===== src/rtl/ws2811_pkg.sv =====
// ws2811_pkg
// Shared types and default timing for the WS2811 frame sequencer.
// Timing defaults assume a 50 MHz clock.
package ws2811_pkg;

  typedef enum logic [1:0] {
    IDLE  = 2'd0,
    FETCH = 2'd1,
    SEND  = 2'd2,
    LATCH = 2'd3
  } seqState_t;

  localparam int PIXEL_BITS         = 24;
  localparam int DEF_PIXEL_COUNT    = 64;
  localparam int DEF_T0H_CYCLES     = 20;    // 0.4 us
  localparam int DEF_T1H_CYCLES     = 40;    // 0.8 us
  localparam int DEF_BIT_CYCLES     = 63;    // 1.25 us
  localparam int DEF_RESET_CYCLES   = 2500;  // 50 us

  function automatic int maxInt(input int a, input int b);
    return (a > b) ? a : b;
  endfunction

endpackage


===== src/rtl/ws2811_frame_sequencer_if.sv =====
// ws2811_frame_sequencer_if
// Pixel handshake between the frame memory reader and the sequencer.
// Signals:
//   pixelIN        24-bit {G,R,B} pixel from the source
//   pixelValidIN   pixelIN holds a pixel
//   pixelReadyOUT  sequencer buffer can take it; transfer on valid && ready
// Modports: master = pixel source, slave = sequencer.
interface ws2811_frame_sequencer_if;
  import ws2811_pkg::*;

  logic [PIXEL_BITS-1:0] pixelIN;
  logic                  pixelValidIN;
  logic                  pixelReadyOUT;

  modport master (output pixelIN, output pixelValidIN, input pixelReadyOUT);
  modport slave  (input pixelIN, input pixelValidIN, output pixelReadyOUT);

endinterface


===== src/rtl/CyclicShifter24.sv =====
// CyclicShifter24
// Combinational 24-bit rotate-left. out[23] equals dataIN[23-shiftIN].
// Ports:
//   dataIN   24-bit word
//   shiftIN  rotate amount 0..23 (larger values wrap modulo 24)
//   out      rotated word
module CyclicShifter24 (
  input  logic [23:0] dataIN,
  input  logic [4:0]  shiftIN,
  output logic [23:0] out
);

  logic [47:0] doubled;
  logic [4:0]  amt;

  assign doubled = {dataIN, dataIN};
  assign amt     = (shiftIN > 5'd23) ? (shiftIN - 5'd24) : shiftIN;
  // Window into the doubled word gives the rotation without a barrel of muxes per bit.
  assign out     = doubled[(6'd47 - {1'b0, amt}) -: 24];

endmodule


===== src/rtl/ws2811_frame_sequencer.sv =====
// ws2811_frame_sequencer
// Streams a frame of PIXEL_COUNT GRB pixels MSB-first onto one WS2811 data
// line, then holds the line low for the latch time. A one-entry prefetch
// buffer lets consecutive pixels follow each other without a gap.
// Ports:
//   clockIN, resetIN  system clock, asynchronous active-high reset
//   startIN           frame request, honoured only when idle
//   pixBus            pixel source handshake (slave side)
//   dataOUT           registered serial line
//   busyOUT           high from accepted start until the done pulse
//   doneOUT           1-cycle pulse at the end of the latch time
//   underrunOUT       1-cycle pulse when the next pixel was not buffered in time
//
// state | meaning
// IDLE  | line low, waiting for startIN
// FETCH | line low, waiting for the first pixel in the buffer
// SEND  | shifting bits out, chaining buffered pixels
// LATCH | line low for RESET_CYCLES clocks, then done
module ws2811_frame_sequencer
  import ws2811_pkg::*;
#(
  parameter int PIXEL_COUNT  = DEF_PIXEL_COUNT,
  parameter int T0H_CYCLES   = DEF_T0H_CYCLES,
  parameter int T1H_CYCLES   = DEF_T1H_CYCLES,
  parameter int BIT_CYCLES   = DEF_BIT_CYCLES,
  parameter int RESET_CYCLES = DEF_RESET_CYCLES
) (
  input  logic                      clockIN,
  input  logic                      resetIN,
  input  logic                      startIN,
  ws2811_frame_sequencer_if.slave   pixBus,
  output logic                      dataOUT,
  output logic                      busyOUT,
  output logic                      doneOUT,
  output logic                      underrunOUT
);

  localparam int CW = $clog2(maxInt(BIT_CYCLES, RESET_CYCLES));
  localparam int PW = $clog2(PIXEL_COUNT + 1);

  if (!((T0H_CYCLES < T1H_CYCLES) && (T1H_CYCLES < BIT_CYCLES) &&
        (PIXEL_COUNT >= 1) && (RESET_CYCLES >= 1))) begin : gParamCheck
    $error("ws2811_frame_sequencer: need T0H < T1H < BIT, PIXEL_COUNT >= 1, RESET >= 1");
  end

  seqState_t             state, stateNext;
  logic [CW-1:0]         cycCnt;
  logic [4:0]            bitIdx;
  logic [PW-1:0]         fetchedCnt, sentCnt;
  logic [PIXEL_BITS-1:0] shiftReg, bufReg;
  logic                  bufFull;

  logic [PIXEL_BITS-1:0] shOut;
  logic                  unusedShOut;
  logic                  curBit, bitEnd, pixEnd, latchEnd, startOk, fill;
  logic                  frameStart, load, dataNext, doneNext, underrunNext;

  CyclicShifter24 u_shifter (
    .dataIN  (shiftReg),
    .shiftIN (bitIdx),
    .out     (shOut)
  );

  assign curBit      = shOut[23];
  assign unusedShOut = ^shOut[22:0];

  assign bitEnd   = (cycCnt == CW'(BIT_CYCLES - 1));
  assign pixEnd   = bitEnd && (bitIdx == 5'd23);
  assign latchEnd = (cycCnt == CW'(RESET_CYCLES - 1));
  // doneOUT is visible in the first IDLE cycle; a start there must not re-trigger.
  assign startOk  = startIN && !doneOUT;

  assign pixBus.pixelReadyOUT = busyOUT && !bufFull && (state != LATCH) &&
                                (fetchedCnt < PW'(PIXEL_COUNT));
  assign fill = pixBus.pixelValidIN && pixBus.pixelReadyOUT;

  // state register
  always_ff @(posedge clockIN or posedge resetIN) begin
    if (resetIN) state <= IDLE;
    else         state <= stateNext;
  end

  // next state
  always_comb begin
    stateNext = state;
    case (state)
      IDLE:    if (startOk) stateNext = FETCH;
      FETCH:   if (bufFull) stateNext = SEND;
      SEND:    if (pixEnd && ((sentCnt == PW'(PIXEL_COUNT)) || !bufFull)) stateNext = LATCH;
      LATCH:   if (latchEnd) stateNext = IDLE;
      default: stateNext = IDLE;
    endcase
  end

  // outputs / datapath controls
  always_comb begin
    frameStart   = 1'b0;
    load         = 1'b0;
    dataNext     = 1'b0;
    doneNext     = 1'b0;
    underrunNext = 1'b0;
    case (state)
      IDLE:  frameStart = startOk;
      FETCH: load = bufFull;
      SEND: begin
        dataNext = (cycCnt < (curBit ? CW'(T1H_CYCLES) : CW'(T0H_CYCLES)));
        if (pixEnd && (sentCnt != PW'(PIXEL_COUNT))) begin
          if (bufFull) load = 1'b1;
          else         underrunNext = 1'b1;
        end
      end
      LATCH: doneNext = latchEnd;
      default: ;
    endcase
  end

  always_ff @(posedge clockIN or posedge resetIN) begin
    if (resetIN) begin
      dataOUT     <= 1'b0;
      busyOUT     <= 1'b0;
      doneOUT     <= 1'b0;
      underrunOUT <= 1'b0;
      cycCnt      <= '0;
      bitIdx      <= '0;
      fetchedCnt  <= '0;
      sentCnt     <= '0;
      shiftReg    <= '0;
      bufReg      <= '0;
      bufFull     <= 1'b0;
    end else begin
      dataOUT     <= dataNext;
      doneOUT     <= doneNext;
      underrunOUT <= underrunNext;

      if (frameStart)    busyOUT <= 1'b1;
      else if (doneNext) busyOUT <= 1'b0;

      if (stateNext != state)  cycCnt <= '0;
      else if (state == SEND)  cycCnt <= bitEnd ? '0 : cycCnt + CW'(1);
      else if (state == LATCH) cycCnt <= cycCnt + CW'(1);

      if (load)
        bitIdx <= '0;
      else if ((state == SEND) && bitEnd && (bitIdx != 5'd23))
        bitIdx <= bitIdx + 5'd1;

      if (load) shiftReg <= bufReg;

      if (frameStart) begin
        fetchedCnt <= '0;
        sentCnt    <= '0;
        bufFull    <= 1'b0;
      end else begin
        if (fill) fetchedCnt <= fetchedCnt + PW'(1);
        if (load) sentCnt    <= sentCnt + PW'(1);
        // a fill in the same cycle as a drain leaves the new pixel buffered
        bufFull <= (bufFull && !load) || fill;
      end

      if (fill) bufReg <= pixBus.pixelIN;
    end
  end

endmodule

===== src/flat_wrapper.sv =====
// flat-port wrapper written by rule: the top's interface ports become plain ports
module ws2811_frame_sequencer_flat import ws2811_pkg::*;
#(
  parameter int PIXEL_COUNT  = DEF_PIXEL_COUNT,
  parameter int T0H_CYCLES   = DEF_T0H_CYCLES,
  parameter int T1H_CYCLES   = DEF_T1H_CYCLES,
  parameter int BIT_CYCLES   = DEF_BIT_CYCLES,
  parameter int RESET_CYCLES = DEF_RESET_CYCLES
)
  (clockIN, resetIN, startIN, dataOUT, busyOUT, doneOUT, underrunOUT, pixBus_pixelIN, pixBus_pixelValidIN, pixBus_pixelReadyOUT);
  ws2811_frame_sequencer_if pixBus_i ();
  input  logic clockIN;
  input  logic resetIN;
  input  logic startIN;
  output logic dataOUT;
  output logic busyOUT;
  output logic doneOUT;
  output logic underrunOUT;
  input wire logic [$bits(pixBus_i.pixelIN)-1:0] pixBus_pixelIN;
  input wire logic [$bits(pixBus_i.pixelValidIN)-1:0] pixBus_pixelValidIN;
  output wire logic [$bits(pixBus_i.pixelReadyOUT)-1:0] pixBus_pixelReadyOUT;
  assign pixBus_i.pixelIN = pixBus_pixelIN;
  assign pixBus_i.pixelValidIN = pixBus_pixelValidIN;
  assign pixBus_pixelReadyOUT = pixBus_i.pixelReadyOUT;
  ws2811_frame_sequencer #(.PIXEL_COUNT(PIXEL_COUNT), .T0H_CYCLES(T0H_CYCLES), .T1H_CYCLES(T1H_CYCLES), .BIT_CYCLES(BIT_CYCLES), .RESET_CYCLES(RESET_CYCLES)) u_core (.clockIN(clockIN), .resetIN(resetIN), .startIN(startIN), .pixBus(pixBus_i), .dataOUT(dataOUT), .busyOUT(busyOUT), .doneOUT(doneOUT), .underrunOUT(underrunOUT));
endmodule

===== config.mk =====
export PLATFORM = sky130hd
export DESIGN_NAME = ws2811_frame_sequencer_flat
export DESIGN_NICKNAME = d
export VERILOG_FILES = /design/src/rtl/ws2811_pkg.sv /design/src/rtl/ws2811_frame_sequencer_if.sv /design/src/rtl/CyclicShifter24.sv /design/src/rtl/ws2811_frame_sequencer.sv /design/src/flat_wrapper.sv
export SDC_FILE = /design/constraint.sdc
export NUM_CORES = 1
export LEC_CHECK = 0
export CAP_MARGIN = 25
export CORE_MARGIN = 2
export CORE_UTILIZATION = 60
export CTS_BUF_LIST = sky130_fd_sc_hd__clkbuf_8
export CTS_CLUSTER_DIAMETER = 150
export DETAILED_ROUTE_END_ITERATION = 12
export HOLD_SLACK_MARGIN = 0.03
export PLACE_DENSITY = 0.82
export SYNTH_ARGS = -nofsm -noshare
export SYNTH_HDL_FRONTEND = slang
export SYNTH_SLANG_ARGS = --single-unit

===== constraint.sdc =====
create_clock -name clockIN -period 6.1 [get_ports clockIN]
set_input_delay 0.61 -clock clockIN [delete_from_list [all_inputs] [get_ports clockIN]]
set_output_delay 0.61 -clock clockIN [all_outputs]
set_load 0.02 [all_outputs]

Yosys cells after proc, flatten, opt, wreduce, memory -nomap -nowiden
Index checks and enable logic that the tools add are counted.
{ "word_totals": {"reg_bits": 86, "in_bits": 28, "out_inout_bits": 5, "wordCells": 84} }
{ "op_classes": {"addsub": 6, "order_cmp": 3, "eq_ne": 11, "shift": 1, "muxes": 29, "n_reduce_logical": 22} }
{ "op_table": {"columns": ["cell", "count"], "rows": [
  ["variable part select 71 x 7 -> 24 bit", 1],
  ["two-way mux 12 bit", 4],
  ["two-way mux 7 bit", 4],
  ["two-way mux 5 bit", 3],
  ["adder 7 x 1 -> 7 bit, second input constant", 2],
  ["adder 12 x 1 -> 12 bit, second input constant", 1],
  ["== test 12 bit, second input constant", 1],
  ["== test 12 x 6 -> 1 bit, second input constant", 1],
  ["less-than comparator 12 bit", 1],
  ["logical AND 1 bit", 11],
  ["two-way mux 1 bit", 11],
  ["two-way mux 2 bit", 4],
  ["one-hot mux 2 bit (4 select lines)", 1],
  ["nonzero test 2 bit", 4],
  ["== test 7 bit, second input constant", 1],
  ["less-than comparator 7 bit, second input constant", 1],
  ["!= test 7 bit, second input constant", 1],
  ["two-way mux 6 bit", 1],
  ["subtractor 6 x 5 -> 6 bit, first input constant", 1],
  ["adder 5 x 1 -> 5 bit, second input constant", 1],
  ["== test 5 bit, second input constant", 1],
  ["greater-than comparator 5 bit, second input constant", 1],
  ["!= test 5 bit, second input constant", 1],
  ["subtractor 5 bit, second input constant", 1],
  ["9 further kinds", 13]
]} }

Logic depth before layout (Yosys ltp)
{ "logic_depth": {"word_depth": 9, "mapped_depth": 14, "depth_no_buf": 13} }

Hierarchy
From an unflattened synthesis, not the netlist that was laid out.
{ "hier_totals": {"hier_cells": 581, "area_unflattened_um2": 5607.9} }
{ "modules_own_cells": {"columns": ["module", "n_inst", "cells_per_inst", "area_per_inst_um2", "seq_area_each_um2"], "rows": [
  ["ws2811_frame_sequencer", 1, 431, 3926.3, 2152.1],
  ["CyclicShifter24", 1, 150, 1681.6, 0.0]
]} }

Worst setup path after synthesis
No wires, ideal clock.
{ "synth_path": {"kind": "register to register", "startpoint": "reg u_core.bitIdx[3]", "endpoint": "reg u_core.dataOUT", "setup_ns": 0.104, "arrival_ns": 2.667, "t_required_ns": 5.996, "slack_ns": 3.329, "stages_incl_launch_ff": 15, "path_buffers": 1, "period_less_slack_ns": 2.771, "cell_sequence": "dfrtp_1 -> clkbuf_1 -> inv_1 -> ha_1 -> a41o_2 -> or3_2 -> a41oi_2 -> a221oi_2 -> inv_1 -> ha_1 -> a21oi_1 -> nand3_1 -> a31oi_1 -> nor2_1 -> o41ai_2"} }
{ "synth_via": {"elab_chain_len": 7, "elab_cells_between_ends": 8, "classes_between": "2 x add/sub; 2 x order compare; 1 x shift; 3 x mux"} }
{ "synth_lines": {"columns": ["item", "line", "rtl"], "rows": [
  ["start: declaration", "ws2811_frame_sequencer.sv:48", "logic [4:0] bitIdx;"],
  ["start signal: assignment", "ws2811_frame_sequencer.sv:145", "bitIdx <= bitIdx + 5'd1;"],
  ["subtractor 5 bit or greater-than comparator 5 bit (tied branches)", "CyclicShifter24.sv:17", "assign amt = (shiftIN > 5'd23) ? (shiftIN - 5'd24) : shiftIN;"],
  ["two-way mux 5 bit (*)", "CyclicShifter24.sv:17", null],
  ["subtractor 6 x 5 -> 6 bit (*)", "CyclicShifter24.sv:19", "assign out = doubled[(6'd47 - {1'b0, amt}) -: 24];"],
  ["variable part select 71 x 7 -> 24 bit (*)", "CyclicShifter24.sv:19", null],
  ["two-way mux 6 bit (*)", "ws2811_frame_sequencer.sv:106", "dataNext = (cycCnt < (curBit ? CW'(T1H_CYCLES) : CW'(T0H_CYCLES)));"],
  ["less-than comparator 12 bit (*)", "ws2811_frame_sequencer.sv:106", null],
  ["two-way mux 1 bit (*)", "ws2811_frame_sequencer.sv:102", "case (state)"],
  ["named net u_core.dataNext", "ws2811_frame_sequencer.sv:56", "logic frameStart, load, dataNext, doneNext, underrunNext;"],
  ["end signal: assignment", "ws2811_frame_sequencer.sv:131", "dataOUT <= dataNext;"],
  ["end: declaration", "ws2811_frame_sequencer.sv:32", "output logic dataOUT,"]
]} }
Mark *: on every way through the listed nets, which the timed path passes. The rest lies on a longest branch.
A chain may end at the register's enable or synchronous reset.

Worst setup path after layout
{ "layout_path": {"startpoint": "reg u_core.bitIdx[1]", "endpoint": "reg u_core.dataOUT"} }
Same word-level chain as after synthesis.

==> impl_results.md <==
* Yosys cell types at 57
* Net count after synthesis at 520
* CTS max path bufs at 2
* Mapped Area at 0.00434 sq mm
* Synth top area share at 0.496
* Worst reg2reg setup slack at 3.03 ns
* Overflow after GRT at 0
* Total routed wirelength at 8.77 mm
* Clk_skew at 0.0102 ns
* Core Box Area at 0.00714 sq mm
* Post-synth EDFFs at 0
* CTS Hold Bufs at 0
* Area Overhead vs Synth at 13.9%
* First-pass DRT Iterations at 5
* ANT cells at 0
* Status: finished clean
* Peak Freq at 326 MHz
* Initial detailed-routing violation count at 226
* First-pass GRT wire length at 14.4 mm
* Min cycle time layout at 3.07 ns
* Clk_lat worst skew at 0.37 ns
* Clock sink total at 86
* Register bit total from synthesis at 86
* Share of layout cells above drive strength 1 at 0.0692
* Predominant post-synthesis flop cell: dfrtp_1
* Top Ports at 33
* DRC viols at 0
* Via density at 5.64
* Total die area at 0.00793 sq mm
* Final WS setup at 3.03 ns
* Fin nets at 545
* MaxCap Viol Count at 0
* Required time worst endpoint at 6.37 ns
* Hold wc startpoint: u_core.bufReg[11]$_DFFE_PP0P_
* TritonCTS Buffers at 9
* Worst setup path category: reg2reg
* Cts repair resizes at 0
* Drt wl/cell at 14.5 um
* Die span in x at 89.1 um
* Crit start category: flop
* Setup_tns at 0 ns
* Setup Buffers After CTS at 0
* Final Hold Fails at 0
* GPL Wtd Cong at 0.890
* Synth Warn # at 0
* Least-Margin Pin Slew at 0.943 ns
* Pwr Density at 199 mW/mm^2
* CP endpoint kind: flop
* Initial antenna violation count at 0
* Mapped Cells at 476
* Fin crit share at 0.503
* Commonest non-fill, non-tap cell in the layout: nand2_1
* TritonCTS clock tree: done
* Crit-path max FO at 11
* Via count at 3411
* Hold path endpoint: u_core.shiftReg[11]$_DFFE_PP0P_
* Largest net degree at the start of global routing at 87
* Critical path arrival at 3.34 ns
* FFs w/ async S/R, synth at 1.00
* Average size of a mapped cell at 9.12 sq um
* R2R depth at 12
* Final HPWL DP at 5.83 mm
* Seq/Total Area, Yosys at 0.496
* Max-slew headroom at 0.370
* Port Buffer Count at 32
* R2R Path Start: u_core.bitIdx[1]$_DFFE_PP0P_
* Most frequent cells in the layout: nand2_1, dfrtp_1, clkdlybuf4s50_1, nor2_1, a21oi_1
* Antenna Nets Post-Route at 0
* Initial core utilization at 0.608
* Finish-stage setup viols at 0
* RSZ-0062 raised after global routing: false
* Worst-path clk slew at 0.09 ns
* Vias in the first global route at 3133
* Total track usage at 0.237
* H-tree depth at 3
* CTS root buffer: clkbuf_8
* Largest cells by area after synthesis: dfrtp_1, nand2_1, ha_1
* Fillers at 572
* Post-Place Worst Slack at 3.13 ns
* Core Rows at 31
* Peak supply drop at 195 uV
* R2R Path End: u_core.dataOUT$_DFF_PP0_
* HP Class: reg2reg
* Pleak at 2.43 nW
* WHS Path Cells at 2
* Chip height at 89.1 um
* Max-slew violations at 0
* Area leader, netlist: dfrtp_1
## layout make-up
| cell class | count | area (sq um) | area share |
|---|---|---|---|
| Clock buffer | 10 | 138 | 0.0278 |
| Clock inverter | 6 | 52.6 | 0.0106 |
| Inverter | 15 | 57.6 | 0.0116 |
| Multi-Input combinational cell | 353 | 2030 | 0.410 |
| Sequential cell | 86 | 2150 | 0.435 |
| Tap cell | 99 | 124 | 0.0251 |
| Timing Repair Buffer | 36 | 390 | 0.0790 |
## sequential cells by signal, indices dropped and copies added, names as in the netlist
signal and count:
u_core.shiftReg 24, u_core.state 2, u_core.sentCnt 7, u_core.doneOUT 1
u_core.dataOUT 1, u_core.busyOUT 1, u_core.bitIdx 5, u_core.cycCnt 12
u_core.bufFull 1, u_core.bufReg 24, u_core.fetchedCnt 7, u_core.underrunOUT 1
## layer usage
metal	routed length, um	global-route usage	share of wire	up-vias
met5	0	0	0	-
met4	132	0.100	0.015	0
met3	306	0.0517	0.035	14
met2	4430	0.375	0.50	83
met1	3900	0.320	0.44	1667
li1	-	-	-	1647
## worst max path at each step
stage	slack, ns	depth (start not counted)	from	endpoint
final	3.03	12	u_core.bitIdx[1]$_DFFE_PP0P_	u_core.dataOUT$_DFF_PP0_
after global routing	2.73	13	u_core.bitIdx[3]$_DFFE_PP0P_	u_core.dataOUT$_DFF_PP0_
after global placement	3.26	7	u_core.state[0]$_DFF_PP0_	u_core.sentCnt[5]$_DFFE_PP0P_
after detailed placement	3.13	7	u_core.state[0]$_DFF_PP0_	u_core.sentCnt[5]$_DFFE_PP0P_
after floorplan	3.27	1	resetIN	u_core.bitIdx[0]$_DFFE_PP0P_
after CTS	3.10	12	u_core.bitIdx[1]$_DFFE_PP0P_	u_core.dataOUT$_DFF_PP0_
## critical path, cell delays in order (launching register included)
cell	delay (ns)
dfrtp_1	0.65
ha_1	0.29
and4b_1	0.41
or4_1	0.19
a41oi_2	0.10
a221oi_2	0.31
inv_1	0.12
ha_1	0.32
a21oi_1	0.14
nand3_1	0.14
a31oi_1	0.19
nor2_1	0.08
o41ai_2	0.05
## cells in the mapped netlist, drive strengths merged, types with 6 or more instances
cell type / number
nor2: 30
o21ai: 12
dfrtp: 86
a21oi: 19
nor3: 9
xnor2: 10
buf: 13
or3: 6
ha: 16
nand3: 10
inv: 15
nand2: 167
mux4: 6
clkbuf: 9
## logic make-up (layout without fill, tap and decap cells)
group | count (synthesis) | after routing | synth area share
flops | 86 | 86 | 0.496
simple gates | 257 | 257 | 0.262
fa+ha+maj | 16 | 16 | 0.0461
buf+inv | 37 | 67 | 0.0369
mux | 10 | 10 | 0.0424
xor+xnor | 15 | 15 | 0.0303
compound gates | 55 | 55 | 0.0865
## per-stage QoR
step / area, sq um / util / total power (W) / hold WS [ns] / cells
2_1_floorplan: 4340 / - / 0.000590 / 0.437 / 476
3_3_place_gp: 4700 / 0.658 / 0.000610 / 0.450 / 587
3_5_place_dp: 4700 / 0.658 / 0.000611 / 0.454 / 587
4_1_cts: 4890 / 0.685 / 0.000988 / 0.478 / 603
5_1_grt: 4940 / 0.692 / 0.00102 / 0.492 / 605
6_report: 4940 / 0.692 / 0.000983 / 0.475 / 605
## power breakdown
group,internal (W),leakage (nW),switching [W]
Combinational,0.0000176,1.20,0.0000136
Sequential,0.000569,1.14,0
Clock,0.000164,0.0910,0.000218
No activity file was read; power rests on OpenSTA's default activity.
